### src/rtl/guess_solver_pkg.sv
// Shared types and constants for the two-digit guess solver.
package guess_solver_pkg;

  localparam int unsigned NUM_CAND = 100;
  localparam int unsigned DIGIT_W  = 4;
  localparam int unsigned CNT_W    = 7;
  localparam int unsigned IDX_W    = $clog2(NUM_CAND);

  typedef logic [DIGIT_W-1:0] bcd_t;

  typedef enum logic [2:0] {
    ST_IDLE,
    ST_GUESS,
    ST_PRUNE,
    ST_DONE,
    ST_ERROR
  } state_e;

endpackage

### src/rtl/guess_solver_bc_score.sv
// Combinational bulls/cows style score of a guess against one candidate.
module bc_score
  import guess_solver_pkg::*;
(
  input  bcd_t       i_g_a,  // guess ones digit
  input  bcd_t       i_g_b,  // guess tens digit
  input  bcd_t       i_s0,   // candidate ones digit
  input  bcd_t       i_s1,   // candidate tens digit
  output logic [1:0] o_a,
  output logic [1:0] o_b
);

  // Repeated-digit guesses only count positional hits; otherwise each guess
  // digit scores at most once, exact position taking priority.
  always_comb begin
    o_a = '0;
    o_b = '0;
    if (i_g_a == i_g_b) begin
      o_a = {1'b0, i_g_a == i_s0} + {1'b0, i_g_b == i_s1};
    end else begin
      if (i_g_a == i_s0)      o_a = o_a + 2'd1;
      else if (i_g_a == i_s1) o_b = o_b + 2'd1;
      if (i_g_b == i_s1)      o_a = o_a + 2'd1;
      else if (i_g_b == i_s0) o_b = o_b + 2'd1;
    end
  end

endmodule

### src/rtl/guess_solver.sv
// Two-digit secret solver: issues guesses, prunes the 100-entry candidate
// map against each feedback, and guesses the lowest surviving candidate.
module guess_solver
  import guess_solver_pkg::*;
(
  input  logic               clk,
  input  logic               rst,
  input  logic               start,
  input  logic               fb_valid,
  input  logic [1:0]         fb_A,
  input  logic [1:0]         fb_B,
  output logic               guess_valid,
  output logic [DIGIT_W-1:0] guess_a,
  output logic [DIGIT_W-1:0] guess_b,
  output logic               busy,
  output logic               done,
  output logic               error,
  output logic [CNT_W-1:0]   guess_count
);

  state_e              r_state, w_next;
  logic [NUM_CAND-1:0] r_alive;
  logic [IDX_W-1:0]    r_idx;
  bcd_t                r_scan_t, r_scan_o;
  bcd_t                r_surv_t, r_surv_o;
  logic                r_found;
  bcd_t                r_guess_a, r_guess_b;
  logic [1:0]          r_fb_a, r_fb_b;
  logic [CNT_W-1:0]    r_count;

  logic [1:0]          w_sc_a, w_sc_b;
  logic                w_match, w_keep, w_last, w_any;

  bc_score u_score (
    .i_g_a (r_guess_a),
    .i_g_b (r_guess_b),
    .i_s0  (r_scan_o),
    .i_s1  (r_scan_t),
    .o_a   (w_sc_a),
    .o_b   (w_sc_b)
  );

  assign w_match = (w_sc_a == r_fb_a) && (w_sc_b == r_fb_b);
  assign w_keep  = r_alive[r_idx] && w_match;
  assign w_last  = (r_scan_t == 4'd9) && (r_scan_o == 4'd9);
  // candidate 99 is still being judged on the final scan cycle
  assign w_any   = r_found || w_keep;

  // State register
  always_ff @(posedge clk or posedge rst) begin
    if (rst) r_state <= ST_IDLE;
    else     r_state <= w_next;
  end

  // Next-state selection
  always_comb begin
    w_next = r_state;
    case (r_state)
      ST_IDLE:  if (start) w_next = ST_GUESS;
      ST_GUESS: if (fb_valid) w_next = (fb_A == 2'd2) ? ST_DONE : ST_PRUNE;
      ST_PRUNE: if (w_last) w_next = w_any ? ST_GUESS : ST_ERROR;
      ST_DONE:  if (start) w_next = ST_GUESS;
      ST_ERROR: if (start) w_next = ST_GUESS;
      default:  w_next = ST_IDLE;
    endcase
  end

  // Candidate map, scan counters, feedback capture and guess register
  always_ff @(posedge clk or posedge rst) begin
    if (rst) begin
      r_alive   <= '1;
      r_idx     <= '0;
      r_scan_t  <= '0;
      r_scan_o  <= '0;
      r_surv_t  <= '0;
      r_surv_o  <= '0;
      r_found   <= 1'b0;
      r_guess_a <= '0;
      r_guess_b <= '0;
      r_fb_a    <= '0;
      r_fb_b    <= '0;
      r_count   <= '0;
    end else begin
      case (r_state)
        ST_IDLE, ST_DONE, ST_ERROR: begin
          if (start) begin
            r_alive   <= '1;
            r_guess_a <= '0;
            r_guess_b <= '0;
            r_count   <= 7'd1;
          end
        end
        ST_GUESS: begin
          if (fb_valid) begin
            r_fb_a   <= fb_A;
            r_fb_b   <= fb_B;
            r_idx    <= '0;
            r_scan_t <= '0;
            r_scan_o <= '0;
            r_found  <= 1'b0;
          end
        end
        ST_PRUNE: begin
          if (!w_match) r_alive[r_idx] <= 1'b0;
          if (w_keep && !r_found) begin
            r_found  <= 1'b1;
            r_surv_t <= r_scan_t;
            r_surv_o <= r_scan_o;
          end
          if (w_last) begin
            r_idx    <= '0;
            r_scan_t <= '0;
            r_scan_o <= '0;
            if (r_found) begin
              r_guess_a <= r_surv_o;
              r_guess_b <= r_surv_t;
            end else if (w_keep) begin
              r_guess_a <= r_scan_o;
              r_guess_b <= r_scan_t;
            end
            if (w_any && (r_count != '1)) r_count <= r_count + 7'd1;
          end else begin
            r_idx <= r_idx + 7'd1;
            if (r_scan_o == 4'd9) begin
              r_scan_o <= '0;
              r_scan_t <= r_scan_t + 4'd1;
            end else begin
              r_scan_o <= r_scan_o + 4'd1;
            end
          end
        end
        default: ;
      endcase
    end
  end

  assign guess_valid = (r_state == ST_GUESS);
  assign busy        = (r_state == ST_GUESS) || (r_state == ST_PRUNE);
  assign done        = (r_state == ST_DONE);
  assign error       = (r_state == ST_ERROR);
  assign guess_a     = r_guess_a;
  assign guess_b     = r_guess_b;
  assign guess_count = r_count;

endmodule
### config.mk
export PLATFORM = sky130hd
export DESIGN_NAME = guess_solver
export DESIGN_NICKNAME = d
export VERILOG_FILES = /design/src/rtl/guess_solver_pkg.sv /design/src/rtl/guess_solver_bc_score.sv /design/src/rtl/guess_solver.sv
export SDC_FILE = /design/constraint.sdc
export NUM_CORES = 1
export LEC_CHECK = 0
export CORE_MARGIN = 2
export CORE_UTILIZATION = 45
export CTS_CLUSTER_DIAMETER = 40
export DETAILED_ROUTE_END_ITERATION = 12
export PLACE_DENSITY = 0.61
export SLEW_MARGIN = 25
export SYNTH_ARGS = -nofsm -noshare
export SYNTH_HDL_FRONTEND = slang
export SYNTH_SLANG_ARGS = --single-unit
### constraint.sdc
create_clock -name clk -period 8.7 [get_ports clk]
set_input_delay 1.74 -clock clk [delete_from_list [all_inputs] [get_ports clk]]
set_output_delay 1.74 -clock clk [all_outputs]
set_load 0.03 [all_outputs]
==> metrics.yaml <==
sta:
  min_period_ns: 4.19
  tns_ns: 0
  fin_crit_sh_pct: 48.1
  tightest_slew_ns: 1.04
  hold_viol: 0
  setup_viol_count_final: 0
  slew_headroom_pct: 30.5
  skew_ns: 0.00754
  slew_violations: 0
  rsz0062_at_grt: "no"
  fmax_ghz: 0.239
worst_setup_path:
  cp-start-kind: "flop"
  cp_num_buf_inv: 1
  r2r_end: "guess_count[6]"
  critPathCapture: "busy"
  cp_slowest_cell: "clkdlybuf4s50_1"
  cp_num_cells: 4
  critPathArrivalTime_ns: 2.45
  cp_cell_sequence: "nor2b_1 > nand2_1 > o21ai_0 > clkdlybuf4s50_1"
  critPathTopFamily: "buffers and inverters"
  rr_worst_depth: 9
  cp-end-kind: "primary output"
  ff2ff_setup_slack_ns: 4.82
  cp_slowest_stage_delay_ns: 0.69
  worst-setup-path-type: "flop to primary output"
  r2r_start: "r_idx[0]"
  cp_max_fo: 13
  critPathRequiredTime_ns: 6.96
  startpoint: "r_state[1]"
logic_synthesis:
  synth_edf_count: 0
  synth_area_per_cell_sq_um: 10.2
  async_flop_share_pct: 100
  mappedNetlistArea_sq_mm: 0.00767
  synthTopCellsByCount: "100 x dfstp_2, 78 x nand2_1, 70 x nor2_1"
  yosys-top-cells-area: "dfstp_2 34%, dfrtp_1 15%, mux2i_1 7.8%, o31ai_1 5.0%, nand2_1 3.8%"
  synth.most_common_cell: "dfstp_2"
  yosys.cell_types.count: 53
  syn_nets: 767
  synth.largest_area_cell: "dfstp_2"
  synthCells: 751
  synth_top_flop_cell: "dfstp_2"
  ys_warn_count: 0
  synth_seq_cells: 146
  yosys.area.top_type_share_pct: 34.2
  ys_seq_area_share_pct: 49.2
grt:
  overflow: 0
  track_usage_pct: 21.5
  antenna_found_initial: 0
  grt_pass1_wl_um: 30700
  grt_pass1_vias: 5815
  grt_max_degree: 99
clock_tree:
  cts_resized: 0
  cts_inserted_buffers: 17
  post-cts-setup-buffers: 0
  clock_latency_ns: 0.43
  cts_sinks: 146
  hold_buffers: 0
  cts_tree: "yes"
  cts_root_buf: "clkbuf_16"
  clk_path_buf_depth: 2
  h-tree-depth: 4
  clkTransAtPathRegs_ns: 0.06
routing:
  drt_pass1_iterations: 5
  vias: 5876
  ant_nets: 0
  routed_wl_um: 18700
  wl_per_cell_um: 19.2
  drt_iter0_drc: 464
  vias_per_cell: 6.03
  drc: 0
power:
  ir_drop_mv: 0.160
  power.leakage_nw: 3.28
  p_per_area_mw_per_mm2: 169
die:
  ios: 27
  start_util_pct: 46.1
  core_sq_mm: 0.0166
  fp.dieArea_sq_mm: 0.0181
  die_h_um: 135
  die_w_um: 135
  rows: 47
final_layout:
  fill_cells: 1461
  num_antenna_cells: 0
  fin_nets: 757
  syn_to_final_growth_pct: 12.0
  drive_gt1_share_pct: 22.8
  post-route-util_pct: 51.7
outcome:
  outcome: "completed"
flow_run:
  maxCapViolCount: 0
placement:
  place.gp.congestion: 0.806
  portBuffers: 26
  hpwl_um: 11600
min_path:
  hold_class: "flop to flop"
==> flip-flops by register name (all words and copies together) (netlist names) <==
register / flops
r_state: 3
guess_count: 7
guess_a: 4
r_surv_t: 4
r_surv_o: 4
r_scan_t: 4
r_alive: 100
r_idx: 7
r_fb_a: 2
r_scan_o: 4
r_fb_b: 2
r_found: 1
guess_b: 4
==> where the power goes <==
part	internal (W)	total [W]	switching (W)	leakage (nW)
logic	0.00000340	0.0000173	0.0000139	1.36
registers	0.000682	0.000682	0	1.63
clock network	0.000466	0.000757	0.000292	0.294
total	0.00115	0.00146	0.000306	3.28
==> layout make-up <==
cell class | count | area (sq um) | share of cell area, %
timing repair buffer | 36 | 335 | 3.90
tap | 220 | 275 | 3.20
inverter | 7 | 31.3 | 0.364
clock buffer | 22 | 497 | 5.78
sequential | 146 | 3780 | 44.0
multi-input combinational | 533 | 3560 | 41.4
clock inverter | 10 | 120 | 1.40
==> worst min-delay path by stage <==
stage	slack (ns)	depth (start not counted)	to	from
floorplan	0.45	2	r_alive[99]	r_alive[99]
global placement	0.46	2	r_alive[97]	r_alive[97]
detailed placement	0.46	2	r_alive[51]	r_alive[51]
CTS	0.47	2	r_alive[49]	r_alive[49]
global route	0.48	2	r_alive[51]	r_alive[51]
finish	0.47	2	r_alive[49]	r_alive[49]
==> through the flow <==
| step | hold slack [ns] | area [sq um] | std cells | total power (W) | setup slack [ns] |
|---|---|---|---|---|---|
| final | 0.470 | 8600 | 974 | 0.00146 | 4.51 |
| after global routing | 0.479 | 8600 | 974 | 0.00150 | 4.33 |
| after CTS | 0.472 | 8600 | 974 | 0.00147 | 4.50 |
| after detailed placement | 0.463 | 7980 | 942 | 0.000710 | 4.17 |
| after global placement | 0.455 | 7980 | 942 | 0.000710 | 4.31 |
| after floorplan | 0.449 | 7670 | 751 | 0.000702 | 3.20 |
==> layout by cell type (no fill, tap or decap), types with 19 or more instances in the layout <==
| cell | instances |
|---|---|
| nor2_1 | 69 |
| o21ai_0 | 35 |
| a41oi_1 | 32 |
| dfrtp_1 | 45 |
| dfstp_2 | 100 |
| nand2_1 | 77 |
| clkbuf_16 | 19 |
| o22ai_1 | 24 |
| clkdlybuf4s50_1 | 26 |
| a21oi_1 | 23 |
| o31ai_1 | 51 |
| mux2i_1 | 60 |
==> routing by layer <==
metal	track usage (%)	share of wire [%]	vias up
met1	30.1	48	2981
met3	4.13	3.8	22
li1	-	-	2732
met4	5.96	1.2	0
met5	0	0	-
met2	34.2	47	141
==> logic make-up after synthesis <==
logic type	share of synthesized area, %
AOI/OAI and AO/OA	18.4
xor gates and xnor gates	2.74
adders and majority gates	1.30
buffers and inverters	4.66
DFF	49.2
muxes	9.88
and+or+nand+nor	13.8
==> worst reg2reg max path, cell delays in order (launching register included) <==
cell	delay (ns)
dfrtp_2	0.90
buf_4	0.59
mux2i_1	0.27
o22ai_1	0.13
o21ai_0	0.22
a41oi_1	0.25
nor4_4	0.55
o21a_1	0.58
nor2b_1	0.10
o21a_1	0.18
Power figures use the tool's default switching activity.
